### src/rtl/data_memory_ctrl.sv
// Byte-addressed, size-aware data memory for the load/store stage.
// Clears itself after reset, then serves one request per cycle with a registered response.
module data_memory_ctrl #(
    parameter int DATA_WIDTH = 32,
    parameter int ADDR_WIDTH = 32,
    parameter int DEPTH      = 64
) (
    input  logic                  clk,
    input  logic                  reset,
    input  logic                  req_valid,
    output logic                  req_ready,
    input  logic                  req_write,
    input  logic [ADDR_WIDTH-1:0] req_addr,
    input  logic [1:0]            req_size,
    input  logic                  req_unsigned,
    input  logic [DATA_WIDTH-1:0] req_wdata,
    output logic                  rsp_valid,
    output logic [DATA_WIDTH-1:0] rsp_rdata,
    output logic                  rsp_err,
    output logic                  init_done,
    output logic                  dbg_state
);

    // Handshake: a request is taken on a rising edge where req_valid && req_ready;
    // its response is presented with rsp_valid high for exactly the following cycle.

    localparam int B      = DATA_WIDTH / 8;
    localparam int OFF_W  = $clog2(B);
    localparam int IDX_W  = $clog2(DEPTH);
    localparam int IDXF_W = ADDR_WIDTH - OFF_W;
    localparam bit DWORD_OK = (DATA_WIDTH == 64);

    typedef enum logic {
        ST_INIT = 1'b0,
        ST_RUN  = 1'b1
    } state_t;

    state_t             state_q, state_d;
    logic [IDX_W-1:0]   init_cnt_q, init_cnt_d;
    logic               init_we;

    logic [IDXF_W-1:0]     idx_full;
    logic [IDX_W-1:0]      idx;
    logic [OFF_W-1:0]      offset;
    logic [OFF_W-1:0]      align_mask;
    logic [B-1:0]          size_mask;
    logic [B-1:0]          byte_en;
    logic [DATA_WIDTH-1:0] bit_mask;
    logic [DATA_WIDTH-1:0] wdata_sh;
    logic [DATA_WIDTH-1:0] rd_sh;
    logic [DATA_WIDTH-1:0] load_val;
    logic                  sign_bit;
    logic                  size_err;
    logic                  mis_err;
    logic                  range_err;
    logic                  req_err;
    logic                  accept;
    logic                  store_we;

    logic [DATA_WIDTH-1:0] mem_q [DEPTH];

    logic                  rsp_valid_q, rsp_valid_d;
    logic [DATA_WIDTH-1:0] rsp_rdata_q, rsp_rdata_d;
    logic                  rsp_err_q, rsp_err_d;

    // ---------------- FSM: state register ----------------
    always_ff @(posedge clk or negedge reset) begin
        if (!reset) begin
            state_q    <= ST_INIT;
            init_cnt_q <= '0;
        end else begin
            state_q    <= state_d;
            init_cnt_q <= init_cnt_d;
        end
    end

    // ---------------- FSM: next state ----------------
    always_comb begin
        state_d    = state_q;
        init_cnt_d = init_cnt_q;
        if (state_q == ST_INIT) begin
            init_cnt_d = init_cnt_q + IDX_W'(1);
            if (init_cnt_q == IDX_W'(DEPTH - 1)) begin
                state_d = ST_RUN;
            end
        end
    end

    // ---------------- FSM: outputs ----------------
    always_comb begin
        req_ready = (state_q == ST_RUN);
        init_done = (state_q == ST_RUN);
        init_we   = (state_q == ST_INIT);
        dbg_state = state_q;
    end

    // ---------------- Address decode and error checks ----------------
    always_comb begin
        idx_full = req_addr[ADDR_WIDTH-1:OFF_W];
        idx      = idx_full[IDX_W-1:0];
        offset   = req_addr[OFF_W-1:0];

        case (req_size)
            2'd0:    begin align_mask = OFF_W'(0); size_mask = B'(1);   end
            2'd1:    begin align_mask = OFF_W'(1); size_mask = B'(3);   end
            2'd2:    begin align_mask = OFF_W'(3); size_mask = B'(15);  end
            default: begin align_mask = OFF_W'(7); size_mask = B'(255); end
        endcase

        size_err  = (req_size == 2'd3) && !DWORD_OK;
        mis_err   = |(offset & align_mask);
        range_err = (idx_full >= IDXF_W'(DEPTH));
        req_err   = size_err | mis_err | range_err;

        accept    = req_valid & req_ready;
        store_we  = accept & req_write & ~req_err;
        byte_en   = size_mask << offset;
        wdata_sh  = req_wdata << {offset, 3'b000};
    end

    // ---------------- Storage ----------------
    // The array is not reset; the init sequencer clears it word by word instead.
    always_ff @(posedge clk) begin
        if (init_we) begin
            mem_q[init_cnt_q] <= '0;
        end else if (store_we) begin
            for (int b = 0; b < B; b++) begin
                if (byte_en[b]) begin
                    mem_q[idx][8*b +: 8] <= wdata_sh[8*b +: 8];
                end
            end
        end
    end

    // ---------------- Load extraction ----------------
    // Reading the array combinationally at acceptance gives read-after-write for free.
    always_comb begin
        rd_sh = mem_q[idx] >> {offset, 3'b000};
        for (int b = 0; b < B; b++) begin
            bit_mask[8*b +: 8] = {8{size_mask[b]}};
        end
        case (req_size)
            2'd0:    sign_bit = rd_sh[7];
            2'd1:    sign_bit = rd_sh[15];
            2'd2:    sign_bit = rd_sh[31];
            default: sign_bit = rd_sh[DATA_WIDTH-1];
        endcase
        // A full-width access has an all-ones mask, so the extension term vanishes.
        load_val = (rd_sh & bit_mask) | ((sign_bit && !req_unsigned) ? ~bit_mask : '0);
    end

    // ---------------- Response ----------------
    always_comb begin
        rsp_valid_d = 1'b0;
        rsp_rdata_d = rsp_rdata_q;
        rsp_err_d   = rsp_err_q;
        if (accept) begin
            rsp_valid_d = 1'b1;
            rsp_err_d   = req_err;
            rsp_rdata_d = (req_err || req_write) ? '0 : load_val;
        end
    end

    always_ff @(posedge clk or negedge reset) begin
        if (!reset) begin
            rsp_valid_q <= 1'b0;
            rsp_rdata_q <= '0;
            rsp_err_q   <= 1'b0;
        end else begin
            rsp_valid_q <= rsp_valid_d;
            rsp_rdata_q <= rsp_rdata_d;
            rsp_err_q   <= rsp_err_d;
        end
    end

    assign rsp_valid = rsp_valid_q;
    assign rsp_rdata = rsp_rdata_q;
    assign rsp_err   = rsp_err_q;

endmodule

### config.mk
export PLATFORM = sky130hd
export DESIGN_NAME = data_memory_ctrl
export DESIGN_NICKNAME = d
export VERILOG_FILES = /design/src/rtl/data_memory_ctrl.sv
export SDC_FILE = /design/constraint.sdc
export NUM_CORES = 2
export LEC_CHECK = 0
export CELL_PAD_IN_SITES_DETAIL_PLACEMENT = 2
export CELL_PAD_IN_SITES_GLOBAL_PLACEMENT = 2
export CORE_ASPECT_RATIO = 0.6
export CORE_MARGIN = 1.5
export CORE_UTILIZATION = 40
export DETAILED_ROUTE_END_ITERATION = 7
export DONT_BUFFER_PORTS = 1
export PLACE_DENSITY_LB_ADDON = 0.1
export SLEW_MARGIN = 20
export SYNTH_ARGS = -nofsm -noshare
export SYNTH_HDL_FRONTEND = slang
export SYNTH_SLANG_ARGS = --single-unit
export TNS_END_PERCENT = 50
### constraint.sdc
create_clock -name clk -period 6.2 [get_ports clk]
set_clock_uncertainty 0.05 [all_clocks]
set_input_delay 0.93 -clock clk [delete_from_list [all_inputs] [get_ports clk]]
set_output_delay 0.93 -clock clk [all_outputs]
set_load 0.05 [all_outputs]
==> flow_summary.json <==
{
  "crit_type": "in -> reg",
  "drv_cap": 0,
  "clk_pin_slew_worst_paths_ns": 0.07,
  "status": "finished, final reports clean",
  "synth.top_cell.area_share_pct": 75.5,
  "slew_headroom_pct": 19.9,
  "cts_resized": 0,
  "cp_common_cell": "buf_16",
  "hold_viol_final": 0,
  "post_cts_buffers": 0,
  "synth_flop_cell": "edfxtp_1",
  "syn_inst": 3911,
  "min_period_ns": 5.70,
  "firstDrtPassIters": 8,
  "area_growth_pct": 14.1,
  "gp_congestion": 0.829,
  "hold_path_class": "in -> reg",
  "row_count": 128,
  "cp_max_fo": 144,
  "clockBufferDepth": 4,
  "ys_warn_count": 0,
  "drive_gt1_share_pct": 27.0,
  "critPathSlowestCell": "buf_16",
  "num-fill-cells": 18200,
  "synth_nets": 3983,
  "core_um2": 203000,
  "rsz0062_at_grt": "no",
  "die_area_um2": 207000,
  "synth-async-reset-ratio_pct": 1.96,
  "max-vdd-ir-drop_mv": 0.230,
  "grt_pass1_vias": 43700,
  "vias": 41900,
  "final_core_util_pct": 45.9,
  "powerDensity_nw_per_um2": 297,
  "fmax_ghz": 0.175,
  "hold_ws_ns": 0.328,
  "p_leak_nw": 24.2,
  "synth_edf_count": 2048,
  "wirelength_um": 257000,
  "max_stage_delay_ns": 0.69,
  "place_area_um2": 86800,
  "dp_hpwl_um": 164000,
  "wire_per_inst_um": 36.2,
  "ys_seq_area_share_pct": 76.7,
  "h-tree-depth": 4,
  "drc": 0,
  "die_x_um": 586,
  "synth_cell_types": 56,
  "worstMarginPinSlew_ns": 1.20,
  "ant_nets": 0,
  "portBuffers": 0,
  "grt_max_degree": 564,
  "worstPathRequired_ns": 6.81,
  "synth_seq_cells": 2089,
  "start_util_pct": 40.2,
  "grt_use_total_pct": 24.9,
  "avgSynthCellArea_um2": 20.8,
  "finalCritPeriodShare_pct": 92.0,
  "nNetsFinal": 4280,
  "gr-total-overflow": 0,
  "finalMaxSlewViolations": 0,
  "avgViaCountPerCell": 5.91,
  "fin_tns_setup_ns": 0,
  "cts_made_buffers": 202,
  "synth_area_um2": 81500,
  "critPathCaptureType": "flip-flop",
  "grt_first_pass_wirelength_um": 361000,
  "grt_antenna_before_repair": 23,
  "crit_path_cell_trace": "buf_16 > buf_16 > buf_16 > mux4_2 > mux2i_1 > a211oi_1 > or4_1 > a22oi_2 > nand3_1 > a22oi_4 > o211ai_1",
  "setup_violations": 0,
  "cp_top_family": "buffers and inverters",
  "worst_setup_path_start_kind": "input port",
  "path_buf_inv": 3,
  "cp.arrival_ns": 6.32,
  "cts-root-buf": "clkbuf_16",
  "fin_area_um2": 93000,
  "io_pins": 108,
  "drtIter0Drc": 4564,
  "die_h_um": 353,
  "clkSinkCount": 2089,
  "cts_tree": "built",
  "clock_latency_ns": 0.84,
  "synth_area_leaders": "edfxtp_1 75%, mux4_2 14%, a22oi_1 1.7%",
  "synth_top_area_cell": "edfxtp_1"
}
## Yosys cell counts, types with 3 or more instances
cell and instances:
dfrtp_1 41, a221o_1 4, mux4_2 510, o31ai_1 6, mux2i_1 83, a22o_1 12
a211oi_1 17, o22ai_1 10, o31a_1 5, a21oi_1 112, nand3_1 19, mux2_2 17
nor3_1 10, nor4_1 31, clkbuf_1 136, nor4b_1 5, buf_1 21, or4_1 6
nand2_1 96, o21ai_1 13, o211ai_1 13, nor2_1 307, buf_2 50, edfxtp_1 2048
buf_4 19, a221oi_1 17, o21ai_0 16, o21a_1 6, buf_6 14, and2_1 5
a31o_2 3, a22oi_1 180, xnor2_1 4, nand4_1 6, nand4b_1 3, and3_1 14
a31oi_1 3, nor2b_1 17, nand2b_1 11
## power breakdown
group	switching (mW)	internal, mW
Combinational	0.519	0.274
Clock	5.28	6.31
Sequential	0	15.3
Total	5.80	21.8
## flip-flops by register name, summed over array words and instances, names as in the netlist
| register | count |
|---|---|
| mem_q | 2048 |
| rsp_rdata | 32 |
| init_cnt_q | 6 |
| dbg_state | 1 |
| rsp_err | 1 |
| rsp_valid | 1 |
## routing by layer
metal	part of all wire (%)	global-route usage, %
met1	47	38.9
met3	7.8	5.50
met4	2.1	5.30
met2	43	35.8
met5	0.016	0
## path summary, 6_finish.rpt
| kind | cells past startpoint | startpoint | slack (ns) | endpoint |
|---|---|---|---|---|
| hold reg to reg | 1 | init_cnt_q[5] | 0.67 | init_cnt_q[5] |
| setup reg to reg | 12 | dbg_state | 1.89 | mem_q[16][0] |
| max in group asynchronous | 2 | reset | 5.21 | rsp_valid |
| hold / removal | 2 | req_write | 0.33 | rsp_rdata[7] |
| min in group asynchronous | 2 | reset | 0.59 | rsp_rdata[26] |
| setup / recovery | 11 | req_addr[2] | 0.50 | rsp_rdata[26] |
## logic make-up after synthesis
family                     Yosys count  synth area share [%]
AOI/OAI and AO/OA                  425                  3.57
xor gates and xnor gates             5                0.0537
adders and majority gates            1                0.0153
buffers and inverters              244                  1.42
DFF                               2089                  76.7
muxes                              610                  15.3
and+or+nand+nor                    537                  2.88
## repair_timing
item,CTS,global route
hold buffers,2,0
endpoints found under the hold margin,41,0
endpoints found under the setup margin,0,0
## cells in the final DEF (no fill, tap or decap), types with 10 or more instances in the layout
master     instances
edfxtp_1        2048
mux4_2           510
buf_4            312
nor2_1           288
clkbuf_16        205
a22oi_1          180
a21oi_1          107
nand2_1           94
mux2i_1           83
clkbuf_1          60
clkinv_1          47
dfrtp_1           40
clkinv_2          23
nor4_1            21
nand3_1           19
nor2_4            18
mux2_2            17
a221oi_1          17
diode_2           16
o21ai_0           15
o21ai_1           14
nor2b_1           13
o211ai_1          13
a22o_1            12
nor3_1            10
nor4_2            10
o22ai_1           10
buf_12            10
## area by class of cell
cell class	count	area, um^2	share of cell area (%)
Clock buffer	267	5380	5.79
Antenna cell	16	40.0	0.0431
Sequential cell	2089	62500	67.2
Clock inverter	81	513	0.552
Timing Repair Buffer	333	2810	3.02
Multi-Input combinational cell	1578	18300	19.7
Inverter	4	15.0	0.0161
Tap cell	2730	3420	3.67
## metrics by stage
step	std cells	worst slack (ns)	power, mW
after floorplan	3911	0.265	16.1
after global placement	6722	0.938	16.2
after detailed placement	6724	0.972	16.2
after CTS	7074	1.91	27.7
after global routing	7094	0.208	28.4
final	7098	0.495	27.6
(Power assumes the default switching activity.)
